## config.mk

```make
export PLATFORM = sky130hd
export DESIGN_NAME = vram_port_arbiter
export DESIGN_NICKNAME = d
export VERILOG_FILES = /design/src/rtl/vram_port_arbiter.sv
export SDC_FILE = /design/constraint.sdc
export NUM_CORES = 1
export LEC_CHECK = 0
export ABC_AREA = 1
export BUFFER_PORTS_ARGS = -buffer_cell sky130_fd_sc_hd__buf_2
export CAP_MARGIN = 10
export CORE_ASPECT_RATIO = 0.75
export CORE_MARGIN = 2
export CORE_UTILIZATION = 40
export CTS_CLUSTER_DIAMETER = 150
export CTS_CLUSTER_SIZE = 24
export DETAILED_ROUTE_END_ITERATION = 8
export PLACE_DENSITY = 0.75
export SLEW_MARGIN = 15
export SYNTH_ARGS = -nofsm -noshare
export SYNTH_HDL_FRONTEND = slang
export SYNTH_SLANG_ARGS = --single-unit
export TNS_END_PERCENT = 20
```

## constraint.sdc

```tcl
create_clock -name axi_aclk -period 4.07 [get_ports axi_aclk]
set_clock_uncertainty 0.05 [all_clocks]
set_input_delay 0.2035 -clock axi_aclk [delete_from_list [all_inputs] [get_ports axi_aclk]]
set_output_delay 0.2035 -clock axi_aclk [all_outputs]
set_load 0.005 [all_outputs]
```

## src/rtl/vram_port_arbiter.sv

```systemverilog
// vram_port_arbiter
//   Shares one single-port VRAM/palette BRAM between the video pixel fetch
//   path (read-only, fixed priority) and the AXI4-Lite register path
//   (read/write). A starvation counter forces an AXI slot after
//   STARVE_LIMIT consecutive lost conflicts. Read data is routed back to
//   the requester that issued the read through a tag pipeline that matches
//   the BRAM read latency.
//
// Ports
//   axi_aclk, axi_areset        clock, asynchronous active-high reset
//   vid_req_*, vid_addr         video read request handshake
//   vid_rvalid, vid_rdata       video read return (1-cycle pulse, data held)
//   axi_req_*                   AXI-side request handshake, we/addr/wdata/wstrb
//   axi_rvalid, axi_rdata       AXI read return (1-cycle pulse, data held)
//   axi_wdone                   write committed to the BRAM port
//   ram_en/we/addr/wdata        registered BRAM port drive
//   ram_rdata                   BRAM read data, RAM_LAT cycles after ram_en
//
// Optional build macro VRAM_PORT_ARBITER_STATS_EN adds saturating grant and
// forced-slot counters (stat_vid_grants, stat_axi_grants, stat_forced).
//
// FSM states
//   state   | meaning
//   ARB_VID | video has priority, AXI wins only when video is idle
//   ARB_AXI | starvation slot: AXI granted once, video held off

module vram_port_arbiter #(
  parameter int ADDR_W       = 11,
  parameter int DATA_W       = 32,
  parameter int RAM_LAT      = 2,
  parameter int STARVE_LIMIT = 8
) (
  input  logic                  axi_aclk,
  input  logic                  axi_areset,
  input  logic                  vid_req_valid,
  output logic                  vid_req_ready,
  input  logic [ADDR_W-1:0]     vid_addr,
  output logic                  vid_rvalid,
  output logic [DATA_W-1:0]     vid_rdata,
  input  logic                  axi_req_valid,
  output logic                  axi_req_ready,
  input  logic                  axi_req_we,
  input  logic [ADDR_W-1:0]     axi_req_addr,
  input  logic [DATA_W-1:0]     axi_req_wdata,
  input  logic [DATA_W/8-1:0]   axi_req_wstrb,
  output logic                  axi_rvalid,
  output logic [DATA_W-1:0]     axi_rdata,
  output logic                  axi_wdone,
  output logic                  ram_en,
  output logic [DATA_W/8-1:0]   ram_we,
  output logic [ADDR_W-1:0]     ram_addr,
  output logic [DATA_W-1:0]     ram_wdata,
  input  logic [DATA_W-1:0]     ram_rdata
`ifdef VRAM_PORT_ARBITER_STATS_EN
  ,
  output logic [31:0]           stat_vid_grants,
  output logic [31:0]           stat_axi_grants,
  output logic [15:0]           stat_forced
`endif
);

  localparam int STRB_W = DATA_W / 8;
  localparam logic [7:0] STARVE_MAX = 8'(STARVE_LIMIT - 1);

  typedef enum logic {ARB_VID, ARB_AXI} arb_state_t;

  arb_state_t state_q, state_d;
  logic [7:0] starve_q, starve_d;

  logic vid_acc, axi_acc, axi_rd_acc, axi_wr_acc;

  // {valid, is_video} per issued read; index RAM_LAT lines up with ram_rdata
  logic [RAM_LAT:0] tag_valid;
  logic [RAM_LAT:0] tag_vid;

  always_comb begin
    state_d       = state_q;
    starve_d      = starve_q;
    vid_req_ready = 1'b0;
    axi_req_ready = 1'b0;
    case (state_q)
      ARB_VID: begin
        vid_req_ready = vid_req_valid;
        axi_req_ready = axi_req_valid && !vid_req_valid;
        if (!axi_req_valid || axi_req_ready) begin
          starve_d = '0;
        end else if (starve_q == STARVE_MAX) begin
          // conflict again after STARVE_LIMIT-1 losses: next slot is AXI's
          state_d  = ARB_AXI;
          starve_d = '0;
        end else begin
          starve_d = starve_q + 8'd1;
        end
      end
      ARB_AXI: begin
        // one grant (or none if AXI withdrew), then back to video priority
        axi_req_ready = axi_req_valid;
        state_d       = ARB_VID;
        starve_d      = '0;
      end
      default: begin
        state_d  = ARB_VID;
        starve_d = '0;
      end
    endcase
  end

  assign vid_acc    = vid_req_valid && vid_req_ready;
  assign axi_acc    = axi_req_valid && axi_req_ready;
  assign axi_rd_acc = axi_acc && !axi_req_we;
  assign axi_wr_acc = axi_acc && axi_req_we;

  always_ff @(posedge axi_aclk or posedge axi_areset) begin
    if (axi_areset) begin
      state_q  <= ARB_VID;
      starve_q <= '0;
    end else begin
      state_q  <= state_d;
      starve_q <= starve_d;
    end
  end

  always_ff @(posedge axi_aclk or posedge axi_areset) begin
    if (axi_areset) begin
      ram_en     <= 1'b0;
      ram_we     <= '0;
      ram_addr   <= '0;
      ram_wdata  <= '0;
      axi_wdone  <= 1'b0;
      tag_valid  <= '0;
      tag_vid    <= '0;
      vid_rvalid <= 1'b0;
      axi_rvalid <= 1'b0;
      vid_rdata  <= '0;
      axi_rdata  <= '0;
    end else begin
      ram_en    <= vid_acc || axi_acc;
      ram_we    <= axi_wr_acc ? axi_req_wstrb : {STRB_W{1'b0}};
      axi_wdone <= axi_wr_acc;
      if (vid_acc) begin
        ram_addr <= vid_addr;
      end else if (axi_acc) begin
        ram_addr <= axi_req_addr;
        if (axi_req_we) ram_wdata <= axi_req_wdata;
      end

      tag_valid <= {tag_valid[RAM_LAT-1:0], vid_acc || axi_rd_acc};
      tag_vid   <= {tag_vid[RAM_LAT-1:0], vid_acc};

      vid_rvalid <= tag_valid[RAM_LAT] && tag_vid[RAM_LAT];
      axi_rvalid <= tag_valid[RAM_LAT] && !tag_vid[RAM_LAT];
      if (tag_valid[RAM_LAT] && tag_vid[RAM_LAT])  vid_rdata <= ram_rdata;
      if (tag_valid[RAM_LAT] && !tag_vid[RAM_LAT]) axi_rdata <= ram_rdata;
    end
  end

`ifdef VRAM_PORT_ARBITER_STATS_EN
  always_ff @(posedge axi_aclk or posedge axi_areset) begin
    if (axi_areset) begin
      stat_vid_grants <= '0;
      stat_axi_grants <= '0;
      stat_forced     <= '0;
    end else begin
      if (vid_acc && stat_vid_grants != '1) stat_vid_grants <= stat_vid_grants + 32'd1;
      if (axi_acc && stat_axi_grants != '1) stat_axi_grants <= stat_axi_grants + 32'd1;
      if (state_q == ARB_VID && state_d == ARB_AXI && stat_forced != '1)
        stat_forced <= stat_forced + 16'd1;
    end
  end
`endif

endmodule

```

==> flow_metrics.py <==
metrics = {
    "status": {
        "outcome": "completed",
    },
    "clock_tree": {
        "clk_pin_slew_ns": 0.06,
        "cts_root_buffer": "clkbuf_16",
        "cts_tree": "built",
        "htreeDepth": 4,
        "cts_buffers": 17,
        "cts_sinks": 130,
        "cts_resized": 0,
        "post-cts-setup-buffers": 0,
        "clk_latency_ns": 0.40,
        "clockBufferDepth": 2,
    },
    "routing": {
        "via_count": 4331,
        "dr.pass1.iters": 4,
        "drt_iter0_markers": 220,
        "routed_wl_mm": 12.6,
        "route.detailed.drc": 0,
        "avgViaCountPerCell": 4.48,
        "wire_per_inst_um": 13.0,
        "ant_nets": 0,
    },
    "sta": {
        "worstMarginPinSlew_ns": 1.02,
        "finalSetupTns_ns": 0,
        "rsz0062_at_grt": "false",
        "setup_viol": 0,
        "finalCritPeriodShare": 0.501,
        "max_slew_margin": 0.320,
        "timing.fmax_ghz": 0.490,
        "slew_violations": 0,
        "setup_ws_ns": 2.03,
        "fin_crit_ns": 2.04,
        "hold_viol_final": 0,
    },
    "floorplanning": {
        "die_h_um": 100,
        "dieArea_um2": 13300,
        "row_count": 35,
        "core_region_area_um2": 12200,
        "dieWidth_um": 132,
        "start_util": 0.406,
        "pin_count": 212,
    },
    "synthesis": {
        "synth_fp_nets": 620,
        "ys_seq_area_frac": 0.658,
        "synth_top_area_share": 0.658,
        "ys.flop_type": "dfrtp_1",
        "ys_seq_elements": 130,
        "yosysWarnings": 0,
        "synth-edff-count": 0,
        "postSynthAreaPerCell_um2": 9.45,
        "synth_largest_area_cell": "dfrtp_1",
        "ys_types": 20,
        "async_flop_share": 1.00,
        "syn-instance-count": 523,
        "ys_top_cells_by_area": "dfrtp_1 66%, nand2_1 16%, o21ai_0 6.6%",
        "synthesis.area_um2": 4940,
    },
    "hold_path": {
        "hold_class": "primary input to flop",
    },
    "worst_setup_path": {
        "cp_max_fo": 15,
        "cp_cell_sequence": "inv_1 > nand2_4 > inv_4 > nor2_1 > nand2_1 > nand3_1 > dlygate4sd3_1",
        "worstPathRequired_ns": 4.35,
        "cp_slowest_cell": "nor2_1",
        "cp_slowest_stage_delay_ns": 0.60,
        "crit_type": "flop to flop",
        "cp-start-kind": "flop",
        "cp-end-kind": "flop",
        "arrival_ns": 2.32,
    },
    "grt": {
        "grt_usage": 0.195,
        "antenna_found_initial": 0,
        "grt_pass1_vias": 4210,
        "gr-total-overflow": 0,
        "grt_pass1_wl_mm": 20.4,
        "grt_max_degree": 71,
    },
    "pwr": {
        "power.density_nw_per_um2": 493,
        "leakage_nw": 4.01,
        "total_power_mw": 3.60,
        "ir_worst_vdd_mv": 0.274,
    },
    "layout": {
        "antennaDiodeCount": 0,
        "nNetsFinal": 887,
        "multi_input_area_um2": 1370,
        "drive_above_1_share": 0.315,
        "final_cell_mix": "211 x buf_2, 204 x nand2_1, 130 x dfrtp_1, 65 x o21ai_0, 58 x dlygate4sd3_1",
        "layout_commonest_cell": "buf_2",
        "final-seq-area_um2": 3250,
        "fill_cells": 1040,
        "syn2layout_area_growth_pct": 47.9,
    },
    "placed_design": {
        "dp_hpwl_mm": 7.88,
        "post-place-ws_ns": 2.39,
        "gp_congestion": 0.758,
        "portBuffers": 211,
    },
    "job": {
        "maxCapViolations": 0,
    },
}
## state kept, by name, indices dropped and copies added, names as in the netlist
register / flops
ram_wdata: 32
ram_en: 1
tag_valid: 3
starve_q: 8
axi_wdone: 1
axi_rvalid: 1
ram_we: 4
tag_vid: 3
axi_rdata: 32
vid_rdata: 32
state_q: 1
vid_rvalid: 1
ram_addr: 11
## cells by family (layout without fill, tap and decap cells)
logic type	after synthesis	count (layout)	synth area share
AND/OR/NAND/NOR	245	245	0.197
flip-flops	130	130	0.658
buffers and inverters	74	352	0.0650
AO/OA/AOI/OAI	70	70	0.0709
adder cells (fa/ha/maj)	2	2	0.00506
XOR/XNOR	2	2	0.00354
## path summary, 6_finish.rpt
check                            start       endpoint  slack, ns  depth (start not counted)
max reg2reg                    state_q    ram_addr[4]       2.03                          7
min                        vid_addr[8]    ram_addr[8]       0.02                          3
max                            state_q    ram_addr[4]       2.03                          7
max in group asynchronous   axi_areset  axi_rdata[29]       2.69                          4
min in group asynchronous   axi_areset  ram_wdata[18]       0.46                          3
min reg2reg                 tag_vid[0]     tag_vid[1]       0.30                          0
## cell usage after synthesis, types with 3 or more instances
| master | instances |
|---|---|
| a21oi_1 | 3 |
| buf_2 | 10 |
| buf_6 | 3 |
| o21ai_0 | 65 |
| nand2_1 | 205 |
| nand3_1 | 16 |
| dfrtp_1 | 130 |
| clkbuf_1 | 8 |
| nor2_1 | 18 |
| inv_1 | 48 |
## critical path: cells and delay by family, from the launching register on
kind,cells,cell delay (ns)
buffers and inverters,3,0.69
DFF,1,0.32
and+or+nand+nor,4,0.93
## metrics by stage
stage | area [µm²] | instances | hold slack (ns) | utilization
after floorplan | 4940 | 523 | 0.260 | -
after global placement | 6110 | 879 | 0.284 | 0.502
after detailed placement | 6110 | 879 | 0.286 | 0.502
after CTS | 7310 | 967 | 0.00212 | 0.601
after global routing | 7310 | 967 | 0.0105 | 0.601
final | 7310 | 967 | 0.0177 | 0.601
## timing repair
action	CTS	global route
endpoints found under the hold margin	116	0
endpoints found under the setup margin	0	0
hold buffers	58	0
## per-layer routing
metal | GRT usage | vias to the layer above | share of wire | routed length [µm]
li1 | - | 2155 | - | -
met1 | 0.259 | 1989 | 0.46 | 5770
met2 | 0.310 | 171 | 0.47 | 5870
met3 | 0.0591 | 16 | 0.059 | 748
met4 | 0.0645 | 0 | 0.017 | 210
met5 | 0 | - | 0 | 0
## area by class of cell
class                   instances  area share
inverters                      52      0.0277
clock buffers                  18      0.0601
clock inverters                12      0.0250
multi-input cells             319       0.188
flip-flops and latches        130       0.445
repair buffers                270       0.227
well taps                     166      0.0284
## power breakdown
part	leakage [nW]	switching [mW]	total, mW	internal, mW
clock network	0.295	0.550	1.59	1.04
logic	2.11	0.247	0.487	0.240
registers	1.61	0.0817	1.53	1.45
Power figures use the tool's default switching activity.
